`src/rtl/viterbi_pkg.sv`:
```
// Shared decoder definitions: FIFO width helpers and error-flag bit positions
// used by the status register map.
package viterbi_pkg;

  localparam int FIFO_ERR_OVF_BIT = 0;
  localparam int FIFO_ERR_UDF_BIT = 1;
  localparam int FIFO_ERR_W       = 2;

  function automatic int ptr_w(input int depth);
    return (depth > 1) ? $clog2(depth) : 1;
  endfunction

  function automatic int lvl_w(input int depth);
    return $clog2(depth + 1);
  endfunction

endpackage

```
`src/rtl/sync_fifo_ram.sv`:
```
// Storage array for sync_fifo_flex: one synchronous write port, one
// asynchronous read port. Contents are never reset.
module sync_fifo_ram #(
  parameter int DATA_WIDTH = 16,
  parameter int FIFO_DEPTH = 16,
  parameter int PTR_W      = 4
) (
  input  logic                  clk,
  input  logic                  wr_en_i,
  input  logic [PTR_W-1:0]      wr_addr_i,
  input  logic [DATA_WIDTH-1:0] wr_data_i,
  input  logic [PTR_W-1:0]      rd_addr_i,
  output logic [DATA_WIDTH-1:0] rd_data_o
);

  logic [DATA_WIDTH-1:0] r_mem [FIFO_DEPTH];

  // write port
  always_ff @(posedge clk) begin
    if (wr_en_i) begin
      r_mem[wr_addr_i] <= wr_data_i;
    end
  end

  assign rd_data_o = r_mem[rd_addr_i];

endmodule

```
`src/rtl/sync_fifo_flex.sv`:
```
// Single-clock FIFO with arbitrary depth, level, thresholds and sticky errors.
// Define SYNC_FIFO_FWFT_EN for first-word-fall-through reads.
module sync_fifo_flex
  import viterbi_pkg::*;
#(
  parameter int DATA_WIDTH = 16,
  parameter int FIFO_DEPTH = 16,
  parameter int AF_THRESH  = 14,
  parameter int AE_THRESH  = 2
) (
  input  logic                           clk,
  input  logic                           rst,
  input  logic                           wr_en_i,
  input  logic [DATA_WIDTH-1:0]          wr_data_i,
  output logic                           full_o,
  output logic                           almost_full_o,
  input  logic                           rd_en_i,
  output logic [DATA_WIDTH-1:0]          rd_data_o,
  output logic                           rd_valid_o,
  output logic                           empty_o,
  output logic                           almost_empty_o,
  output logic [lvl_w(FIFO_DEPTH)-1:0]   level_o,
  output logic                           overflow_o,
  output logic                           underflow_o,
  input  logic                           err_clr_i
);

  localparam int                PTR_W     = ptr_w(FIFO_DEPTH);
  localparam int                LVL_W     = lvl_w(FIFO_DEPTH);
  localparam logic [PTR_W-1:0]  LAST_PTR  = PTR_W'(FIFO_DEPTH - 1);
  localparam logic [LVL_W-1:0]  DEPTH_LVL = LVL_W'(FIFO_DEPTH);
  localparam logic [LVL_W-1:0]  AF_LVL    = LVL_W'(AF_THRESH);
  localparam logic [LVL_W-1:0]  AE_LVL    = LVL_W'(AE_THRESH);

  logic [PTR_W-1:0]      r_wr_ptr;
  logic [PTR_W-1:0]      r_rd_ptr;
  logic [LVL_W-1:0]      r_level;
  logic                  r_overflow;
  logic                  r_underflow;
  logic                  w_rd_acc;
  logic                  w_wr_acc;
  logic [DATA_WIDTH-1:0] w_ram_rdata;

  assign full_o         = (r_level == DEPTH_LVL);
  assign empty_o        = (r_level == '0);
  assign almost_full_o  = (r_level >= AF_LVL);
  assign almost_empty_o = (r_level <= AE_LVL);
  assign level_o        = r_level;
  assign overflow_o     = r_overflow;
  assign underflow_o    = r_underflow;

  // A full FIFO still takes a write when the same cycle pops a word.
  assign w_rd_acc = rd_en_i & ~empty_o;
  assign w_wr_acc = wr_en_i & (~full_o | w_rd_acc);

  sync_fifo_ram #(
    .DATA_WIDTH (DATA_WIDTH),
    .FIFO_DEPTH (FIFO_DEPTH),
    .PTR_W      (PTR_W)
  ) u_ram (
    .clk       (clk),
    .wr_en_i   (w_wr_acc),
    .wr_addr_i (r_wr_ptr),
    .wr_data_i (wr_data_i),
    .rd_addr_i (r_rd_ptr),
    .rd_data_o (w_ram_rdata)
  );

  // pointers wrap explicitly so any depth works
  always_ff @(posedge clk or posedge rst) begin
    if (rst) begin
      r_wr_ptr <= '0;
      r_rd_ptr <= '0;
    end else begin
      if (w_wr_acc) begin
        r_wr_ptr <= (r_wr_ptr == LAST_PTR) ? '0 : r_wr_ptr + 1'b1;
      end
      if (w_rd_acc) begin
        r_rd_ptr <= (r_rd_ptr == LAST_PTR) ? '0 : r_rd_ptr + 1'b1;
      end
    end
  end

  // occupancy
  always_ff @(posedge clk or posedge rst) begin
    if (rst) begin
      r_level <= '0;
    end else begin
      case ({w_wr_acc, w_rd_acc})
        2'b10:   r_level <= r_level + 1'b1;
        2'b01:   r_level <= r_level - 1'b1;
        default: r_level <= r_level;
      endcase
    end
  end

  // sticky errors; a new error beats a simultaneous clear
  always_ff @(posedge clk or posedge rst) begin
    if (rst) begin
      r_overflow  <= 1'b0;
      r_underflow <= 1'b0;
    end else begin
      if (wr_en_i & ~w_wr_acc) begin
        r_overflow <= 1'b1;
      end else if (err_clr_i) begin
        r_overflow <= 1'b0;
      end
      if (rd_en_i & empty_o) begin
        r_underflow <= 1'b1;
      end else if (err_clr_i) begin
        r_underflow <= 1'b0;
      end
    end
  end

`ifdef SYNC_FIFO_FWFT_EN
  assign rd_data_o  = w_ram_rdata;
  assign rd_valid_o = ~empty_o;
`else
  // registered pop: data one cycle after the accepted read
  always_ff @(posedge clk or posedge rst) begin
    if (rst) begin
      rd_data_o  <= '0;
      rd_valid_o <= 1'b0;
    end else begin
      rd_valid_o <= w_rd_acc;
      if (w_rd_acc) begin
        rd_data_o <= w_ram_rdata;
      end
    end
  end
`endif

endmodule

```
`config.mk`:
```
export PLATFORM = sky130hd
export DESIGN_NAME = sync_fifo_flex
export DESIGN_NICKNAME = d
export VERILOG_FILES = /design/src/rtl/viterbi_pkg.sv /design/src/rtl/sync_fifo_ram.sv /design/src/rtl/sync_fifo_flex.sv
export SDC_FILE = /design/constraint.sdc
export NUM_CORES = 1
export LEC_CHECK = 0
export BUFFER_PORTS_ARGS = -buffer_cell sky130_fd_sc_hd__clkbuf_2
export CAP_MARGIN = 10
export CORE_ASPECT_RATIO = 0.6
export CORE_MARGIN = 2
export CORE_UTILIZATION = 46
export DETAILED_ROUTE_END_ITERATION = 8
export PLACE_DENSITY = 0.63
export SLEW_MARGIN = 0
export SYNTH_ARGS = -nofsm -noshare
export SYNTH_HDL_FRONTEND = slang
export SYNTH_SLANG_ARGS = --single-unit
```
`constraint.sdc`:
```
create_clock -name clk -period 6.39 [get_ports clk]
set_input_delay 0.9585 -clock clk [delete_from_list [all_inputs] [get_ports clk]]
set_output_delay 0.9585 -clock clk [all_outputs]
set_load 0.05 [all_outputs]
```
* After elaboration in Yosys (flattened, before gate mapping)
Memories as Yosys holds them, arrays and structs flattened. A register that Yosys moved wholly into a read port is not among the register bits.
Cells that the tools add are included.
** Storage, ports and cells
- RAM bits :: 256
- ROM bits :: 0
- Latch bits :: 0
- Logic and storage cells :: 38
- Register bits :: 16
- Input port bits :: 21
- Memories kept :: 1
** Operators by class
- Shifts and indexed selects :: 0
- Add/sub/neg operators :: 4
- Magnitude comparators :: 2
- Multipliers :: 0
- Div/mod/pow operators :: 0
- Equal/unequal tests :: 5
- Muxes and demuxes :: 8
- Reductions and logical operators :: 4
- Bitwise gates (word level) :: 8
** Memory list
- u_ram.r_mem :: words 16, bits a word 16, rd ports 1, clocked after Yosys merged registers in 1, wr ports 1, line sync_fifo_ram.sv:16 : logic [DATA_WIDTH-1:0] r_mem [FIFO_DEPTH];
** Operator list (number)
- case mux 5 bit (2 select lines) :: 1
- adder 4 x 1 -> 4 bit, second input constant :: 2
- == test 4 bit, second input constant :: 2
- two-way mux 4 bit :: 2
- nonzero test 2 bit :: 3
- adder 5 x 1 -> 5 bit, second input constant :: 1
- == test 5 bit, second input constant :: 1
- >= comparator 5 x 4 -> 1 bit, second input constant :: 1
- <= comparator 5 x 2 -> 1 bit, second input constant :: 1
- logical NOT 5 bit :: 1
- two-way mux 1 bit :: 5
- subtractor 5 x 1 -> 5 bit, second input constant :: 1
- AND 1 bit :: 4
- NOT 1 bit :: 3
- == test 2 x 1 -> 1 bit, second input constant :: 1
- == test 2 bit, second input constant :: 1
- OR 1 bit :: 1

* Longest topological paths before layout
Gate-level depths: netlist of run 1.
- Word-level depth :: 8
- Depth in mapped cells :: 13
- Gate-level depth less buffers :: 9

* By module
From an unflattened synthesis of run 1, not the netlist that was laid out.
** Unflattened totals
- Cell total of the unflattened synthesis :: 578
- Area, all modules :: 11287.1 µm²
** Modules (own cells, without submodules)
- sync_fifo_ram :: area each 9723.1 µm², cells each 416, instances 1
- sync_fifo_flex :: area each 1564.0 µm², cells each 162, instances 1

* Worst setup path before layout of run 1
OpenSTA, ideal clock, no wires.
- Path type :: reg-to-output
- From :: reg r_level[2] (netlist: level_o[2])
- To :: out almost_empty_o
- Arrival time :: 3.269 ns
- Buffers on the path :: 1
- Setup slack :: 2.162 ns
- Cell stages (with the launch flop) :: 3
- Required time :: 5.431 ns
- Cell sequence :: dfrtp_1 -> buf_2 -> a2111oi_0
** On the way
- Cells in the longest elaborated chain, start to end :: 1
** RTL lines
- start, declared :: line sync_fifo_flex.sv:37 : logic [LVL_W-1:0] r_level;
- start signal, assigned :: line sync_fifo_flex.sv:90 : 2'b10: r_level <= r_level + 1'b1;
- start signal, assigned :: line sync_fifo_flex.sv:91 : 2'b01: r_level <= r_level - 1'b1;
- start signal, assigned :: line sync_fifo_flex.sv:92 : default: r_level <= r_level;
- <= comparator 5 x 2 -> 1 bit :: line sync_fifo_flex.sv:47 : assign almost_empty_o = (r_level <= AE_LVL);
- end, declared :: line sync_fifo_flex.sv:21 : output logic almost_empty_o,
No other way between the ends.

* Worst setup path in the final report of run 1
- From :: reg r_level[1] (netlist: level_o[1])
- To :: reg r_level[4] (netlist: level_o[4])
** On the way
- Cells in the longest elaborated chain, start to end :: 7
- Elaborated cells between the ends (all ways) :: 13
** RTL lines
- logical NOT 5 bit :: line sync_fifo_flex.sv:45 : assign empty_o = (r_level == '0);
- NOT 1 bit :: line sync_fifo_flex.sv:53 : assign w_rd_acc = rd_en_i & ~empty_o;
- AND 1 bit :: line sync_fifo_flex.sv:53
- OR 1 bit :: line sync_fifo_flex.sv:54 : assign w_wr_acc = wr_en_i & (~full_o | w_rd_acc);
- AND 1 bit :: line sync_fifo_flex.sv:54
- == test 2 x 1 -> 1 bit / == test 2 bit (equally long branches) :: line sync_fifo_flex.sv:89 : case ({w_wr_acc, w_rd_acc})
- case mux 5 bit (2 select lines) / nonzero test 2 bit (equally long branches)
Parallel ways exist; a longest one is shown, timed or not.
A chain may end at the register's enable or synchronous reset.

==> results.md, run 1 <==
* Run status: finished, final reports clean
* Placer congestion estimate at 0.791
* Clk Latency, worst-skew pair at 0.53 ns
* Average size of a mapped cell at 17.5 um^2
* GRT Util Overall at 18.8%
* Comb power frac at 28.0%
* Slew Limit Fails at 0
* Mapped Cells at 647
* Post-CTS setup buffer count at 0
* Top post-synthesis cells by area: edfxtp_1 68%, mux2i_1 8.5%, dfrtp_1 7.1%
* Hold Vio Cnt, Final at 0
* Crit-path cells: or4_4, o31ai_4, ha_1, xor2_1, ha_1, o211a_1, o31ai_1, a31oi_1, xnor2_1
* Biggest area consumer among synthesized cells: edfxtp_1
* Worst flop-to-flop path endpoint: level_o[4]
* Final Net Count at 726
* Worst hold path stage count at 1
* Total wire length at 23.8 mm
* Share of post-route cells with drive strength above 1 at 17.2%
* Buffers and inverters on the worst path at 0
* CTS root buf: clkbuf_16
* Slew HR at 27.8%
* Worst path arrival time at 3.66 ns
* Pin count of the biggest net entering global routing at 42
* Number of global-route vias before repair at 6047
* Commonest non-fill, non-tap cell in the layout: edfxtp_1
* Top Ports at 49
* Sequential area share after synthesis at 74.9%
* Critical Path Max Stage Delay at 0.60 ns
* Leakage at 0.00444 uW
* Mapped cell area at 11300 um^2
* Setup_tns at 0 ns
* Startpoint type of the worst setup path: flip-flop
* P&R area growth vs syn at 11.8%
* Post-DP HPWL at 14.6 mm
* Worst-path clk slew at 0.06 ns
* Total of max-cap violations at 0
* Sink Count at 288
* Power per cell area at 437 nW/um^2
* R2R setup slack at 3.14 ns
* Cts-stage hold buffer count at 0
* Hold Path End: overflow_o
* RSZ-0062 raised after global routing: false
* Psw at 1860 uW
* Via density at 5.68
* #FFs+latches synth at 288
* Reg-to-Reg Start: level_o[1]
* Core area at 24200 um^2
* H-tree lvl count at 1
* Residual DRC count at 0
* Reg2reg path depth at 9
* Port Buffers at 48
* Critical path class: reg2reg
* DR vias at 5885
* Count of different cell masters after synthesis at 44
* Fill count at 1931
* Post-synth top area share at 67.8%
* CP Capture Type: flip-flop
* Drt first pass iters at 4
* Sw Share at 33.6%
* DRT iter0 DRCs at 427
* Most frequent cells in the layout: 256 x edfxtp_1, 96 x mux2i_1, 48 x clkbuf_2
* CP required at 6.80 ns
* Final worst path period share at 50.8%
* Die W at 207 um
* Worst Clk Skew at 0.00802 ns
* Die footprint at 25900 um^2
* Top Family by Delay on Critical Path: compound AO/OA/AOI/OAI gates
* Synth Net Count at 677
* Syn. warnings at 0
* Initial Util at 46.9%
* Clk network pwr share at 26.5%
* Wirelength per Cell at 23.0 um
* Slowest CP cell: or4_4
* Die Span Y at 126 um
* P_int at 3670 uW
* Slew @ Worst Pin at 1.08 ns
* Final core utilization at 52.4%
* Gr ovfl total at 0
* Cts repair resizes at 0
* Min-delay worst type: reg2reg
* Clock buffer depth at 3
* Setup-failing EPs final at 0
* Number of buffers created by CTS at 25
* Max rail drop VDD at 0.000363 V
* Number of core rows at 44
* CTS tree: yes
* CP max FO at 13
* Antenna viol nets, final at 0
* F_max at 0.308 GHz
* Initial antenna violation count at 0
* First-pass GRT wire length at 36.0 mm
* ANT cells at 0
* CP Launch Point: level_o[1]
* HP Start: overflow_o
* Crit path top cell by count: ha_1
* Sequential power share at 45.5%
* Period minus WS final at 3.25 ns
==> flip-flops by register name (all words and copies together) (netlist names) <==
signal,count
level_o,5
overflow_o,1
rd_valid_o,1
u_ram.r_mem,256
r_rd_ptr,4
rd_data_o,16
r_wr_ptr,4
underflow_o,1
==> how the worst max path moves through the flow <==
stage                                 to  cells past startpoint
after floorplan           almost_empty_o                      2
after global placement        level_o[4]                      9
after detailed placement      level_o[4]                      9
after CTS                     level_o[4]                      9
after global routing          level_o[4]                      9
final                         level_o[4]                      9
==> cells in the mapped netlist (all sizes together) <==
| library cell | number |
|---|---|
| edfxtp | 256 |
| mux2i | 96 |
| nor2 | 40 |
| dfrtp | 32 |
| o22ai | 32 |
| buf | 23 |
| o21ai | 22 |
| a31oi | 17 |
| a221oi | 16 |
| mux4 | 16 |
| and2 | 14 |
| clkbuf | 13 |
| ha | 9 |
| inv | 9 |
| nand2 | 6 |
| nand3 | 5 |
| a21oi | 4 |
| xor2 | 4 |
| a32o | 3 |
| mux2 | 3 |
| nor3b | 3 |
| xnor2 | 3 |
| nand2b | 2 |
| nand3b | 2 |
| nor2b | 2 |
| nor3 | 2 |
| o31ai | 2 |
| or3b | 2 |
| a2111oi | 1 |
| a21o | 1 |
| a22o | 1 |
| a311oi | 1 |
| and3b | 1 |
| nor4 | 1 |
| o211a | 1 |
| o21a | 1 |
| or4 | 1 |
==> cells by family (layout without fill, tap and decap cells) <==
| logic type | count (synthesis) | in the layout | share of synthesized area (%) |
|---|---|---|---|
| DFF | 288 | 288 | 74.9 |
| muxes | 115 | 115 | 12.0 |
| AOI/OAI and AO/OA | 102 | 102 | 6.06 |
| and+or+nand+nor | 81 | 81 | 3.54 |
| buffers and inverters | 45 | 112 | 1.97 |
| adders and majority gates | 9 | 9 | 0.994 |
| xor gates and xnor gates | 7 | 7 | 0.541 |
==> per-layer routing <==
metal | part of all wire, % | GRT usage (%)
met5 | 0 | 0
met4 | 2.0 | 3.91
met2 | 45 | 29.4
met1 | 48 | 27.9
met3 | 4.8 | 3.52
==> area by class of cell <==
| type | instances | area [um^2] | share of cell area, % |
|---|---|---|---|
| Multi-Input combinational cell | 314 | 2630 | 20.8 |
| Clock buffer | 30 | 664 | 5.25 |
| Timing Repair Buffer | 58 | 315 | 2.49 |
| Tap cell | 322 | 403 | 3.18 |
| Sequential cell | 288 | 8490 | 67.1 |
| Clock inverter | 15 | 124 | 0.978 |
| Inverter | 9 | 33.8 | 0.267 |
==> worst register-to-register path: stages, from the launching register on <==
cell and delay, ns:
dfrtp_1 0.50, or4_4 0.60, o31ai_4 0.52, ha_1 0.47
xor2_1 0.13, ha_1 0.23, o211a_1 0.22, o31ai_1 0.22
a31oi_1 0.09, xnor2_1 0.15
==> power groups by stage <==
| stage | Combinational (uW) | Sequential, uW | Clock (uW) |
|---|---|---|---|
| after floorplan | 1020 | 2640 | 0 |
| after global placement | 1520 | 2540 | 0 |
| after detailed placement | 1560 | 2560 | 0 |
| after CTS | 1560 | 2520 | 1490 |
| after global routing | 1670 | 2550 | 1570 |
| final | 1550 | 2520 | 1460 |
==> metrics by stage <==
step | instance area [um^2] | cells | hold WS [ns] | setup WS, ns | total power (uW)
2_1_floorplan | 11300 | 647 | 0.526 | 2.16 | 3660
3_3_place_gp | 11900 | 991 | 0.480 | 3.22 | 4060
3_5_place_dp | 11900 | 991 | 0.492 | 3.14 | 4120
4_1_cts | 12700 | 1036 | 0.506 | 3.17 | 5570
5_1_grt | 12700 | 1036 | 0.522 | 2.96 | 5790
6_report | 12700 | 1036 | 0.505 | 3.14 | 5530
Note: power is estimated with default switching activity, not from simulation.
==> run 2: changes to the inputs <==
PLACE_DENSITY = 0.66   (was 0.63)
clock period = 2.7 ns   (was 6.39 ns; I/O delays follow)
==> results.md, run 2 (same netlist as run 1, synthesis figures left out) <==
* Gr ovfl total at 0 (unchanged)
* Most frequent cells in the layout: 256 x edfxtp_1, 96 x mux2i_1, 48 x clkbuf_2 (unchanged)
* CTS tree: yes (unchanged)
* Clock buffer depth at 3 (unchanged)
* Worst-path clk slew at 0.07 ns (was 0.06 ns)
* Die footprint at 25900 um^2 (unchanged)
* CP required at 3.15 ns (was 6.80 ns)
* Port Buffers at 48 (unchanged)
* Total wire length at 23.1 mm (was 23.8 mm)
* Setup-failing EPs final at 0 (unchanged)
* Critical Path Max Stage Delay at 0.58 ns (was 0.60 ns)
* Antenna viol nets, final at 0 (unchanged)
* CP max FO at 9 (was 13)
* H-tree lvl count at 1 (unchanged)
* Fill count at 1880 (was 1931)
* CTS root buf: clkbuf_16 (unchanged)
* Min-delay worst type: in2reg (was reg2reg)
* Top Family by Delay on Critical Path: compound AO/OA/AOI/OAI gates (unchanged)
* Drt first pass iters at 5 (was 4)
* Slowest CP cell: or4_4 (unchanged)
* Slew HR at 33.2% (was 27.8%)
* Die W at 207 um (unchanged)
* Slew @ Worst Pin at 1.00 ns (was 1.08 ns)
* Via density at 5.75 (was 5.68)
* Hold Vio Cnt, Final at 0 (unchanged)
* Crit-path cells: or4_4, o31ai_4, ha_4, xor2_1, ha_2, o211a_1, o31ai_1, a31oi_1, xnor2_1 (was or4_4, o31ai_4, ha_1, xor2_1, ha_1, o211a_1, o31ai_1, a31oi_1, xnor2_1)
* Max rail drop VDD at 0.000691 V (was 0.000363 V)
* P&R area growth vs syn at 12.6% (was 11.8%)
* F_max at 0.387 GHz (was 0.308 GHz)
* Total of max-cap violations at 0 (unchanged)
* Number of buffers created by CTS at 25 (unchanged)
* Biggest register: u_ram.r_mem (unchanged)
* Final core utilization at 52.8% (was 52.4%)
* CP Capture Type: flip-flop (unchanged)
* Run status: finished, final reports clean (unchanged)
* Sequential cell area at 8500 um^2 (was 8490 um^2)
* Critical path class: reg2reg (unchanged)
* Residual DRC count at 0 (unchanged)
* Final worst path period share at 95.7% (was 50.8%)
* Number of global-route vias before repair at 6149 (was 6047)
* Hold WS at 0.171 ns (was 0.505 ns)
* Placer congestion estimate at 0.870 (was 0.791)
* Number of core rows at 44 (unchanged)
* Commonest non-fill, non-tap cell in the layout: edfxtp_1 (unchanged)
* Wirelength per Cell at 22.1 um (was 23.0 um)
* Slew Limit Fails at 0 (unchanged)
* Max FFs per register at 256 (unchanged)
* GRT Util Overall at 18.3% (was 18.8%)
* Post-DP HPWL at 15.0 mm (was 14.6 mm)
* Buffers and inverters on the worst path at 0 (unchanged)
* RSZ-0062 raised after global routing: false (unchanged)
* Post-CTS setup buffer count at 0 (unchanged)
* Initial antenna violation count at 0 (unchanged)
* ANT cells at 0 (unchanged)
* Multi-input logic area at 2670 um^2 (was 2630 um^2)
* DR vias at 6016 (was 5885)
* First-pass GRT wire length at 35.7 mm (was 36.0 mm)
* Startpoint type of the worst setup path: flip-flop (unchanged)
* DRT iter0 DRCs at 545 (was 427)
* Clk Latency, worst-skew pair at 0.52 ns (was 0.53 ns)
* Final Net Count at 736 (was 726)
* Worst Clk Skew at 0.00987 ns (was 0.00802 ns)
* Die Span Y at 126 um (unchanged)
* Core area at 24200 um^2 (unchanged)
* Period minus WS final at 2.58 ns (was 3.25 ns)
* Top Ports at 49 (unchanged)
* Pin count of the biggest net entering global routing at 40 (was 42)
* Share of post-route cells with drive strength above 1 at 18.9% (was 17.2%)
* Setup_tns at 0 ns (unchanged)
* Worst path arrival time at 3.03 ns (was 3.66 ns)
* Initial Util at 46.9% (unchanged)
* Leakage at 0.00446 uW (was 0.00444 uW)
* Total power at 13100 uW (was 5530 uW)
* Sink Count at 288 (unchanged)
* Power per cell area at 1030 nW/um^2 (was 437 nW/um^2)
[run 2: worst register-to-register path, delay by kind of cell (launching register included)]
kind	cells	cell delay, ns
compound gates	4	0.69
xor+xnor	2	0.35
fa+ha+maj	2	0.48
flops	1	0.41
simple gates	1	0.58
[run 2: report_power, final]
part	switching, uW	total (uW)	internal (uW)
Sequential	303	5730	5430
Clock	1510	3400	1890
Combinational	2550	3970	1420
Total	4370	13100	8730
[run 2: final timing paths]
kind                       depth (start not counted)  slack, ns   startpoint           to
max                                                9       0.12   level_o[0]   level_o[4]
min                                                3       0.17    err_clr_i  underflow_o
max reg2reg                                        9       0.12   level_o[0]   level_o[4]
min reg2reg                                        1       0.51  underflow_o  underflow_o
max in group asynchronous                          4       1.82          rst  r_rd_ptr[2]
min in group asynchronous                          4       0.52          rst   level_o[4]
[run 2: area by class of cell]
type / count / area share (%)
Clock buffer: 36 / 5.46
Clock inverter: 9 / 0.549
Inverter: 9 / 0.265
Multi-Input combinational cell: 314 / 20.9
Tap cell: 322 / 3.16
Sequential cell: 288 / 66.6
Timing Repair Buffer: 68 / 3.11
[run 2: metrics by stage]
step           setup WS (ns)  cells  area (um^2)
2_1_floorplan         -0.302    647        11400
3_3_place_gp           0.203    999        12000
3_5_place_dp           0.134   1000        12000
4_1_cts                0.117   1046        12800
5_1_grt              0.00172   1046        12800
6_report               0.116   1046        12800
[run 2: timing repair]
item / in CTS / in global routing
endpoints found under the hold margin: 32 / 0
setup endpoints to repair: 0 / 21
hold buffers: 1 / 0
gates resized for setup: 0 / 2
[run 2: per-layer routing]
layer | vias to the layer above | routed length, um | track usage, %
met5 | - | 0 | 0
met4 | 0 | 477 | 4.03
met3 | 39 | 1310 | 3.52
met2 | 191 | 10200 | 27.6
met1 | 3108 | 11100 | 27.8
li1 | 2678 | - | -
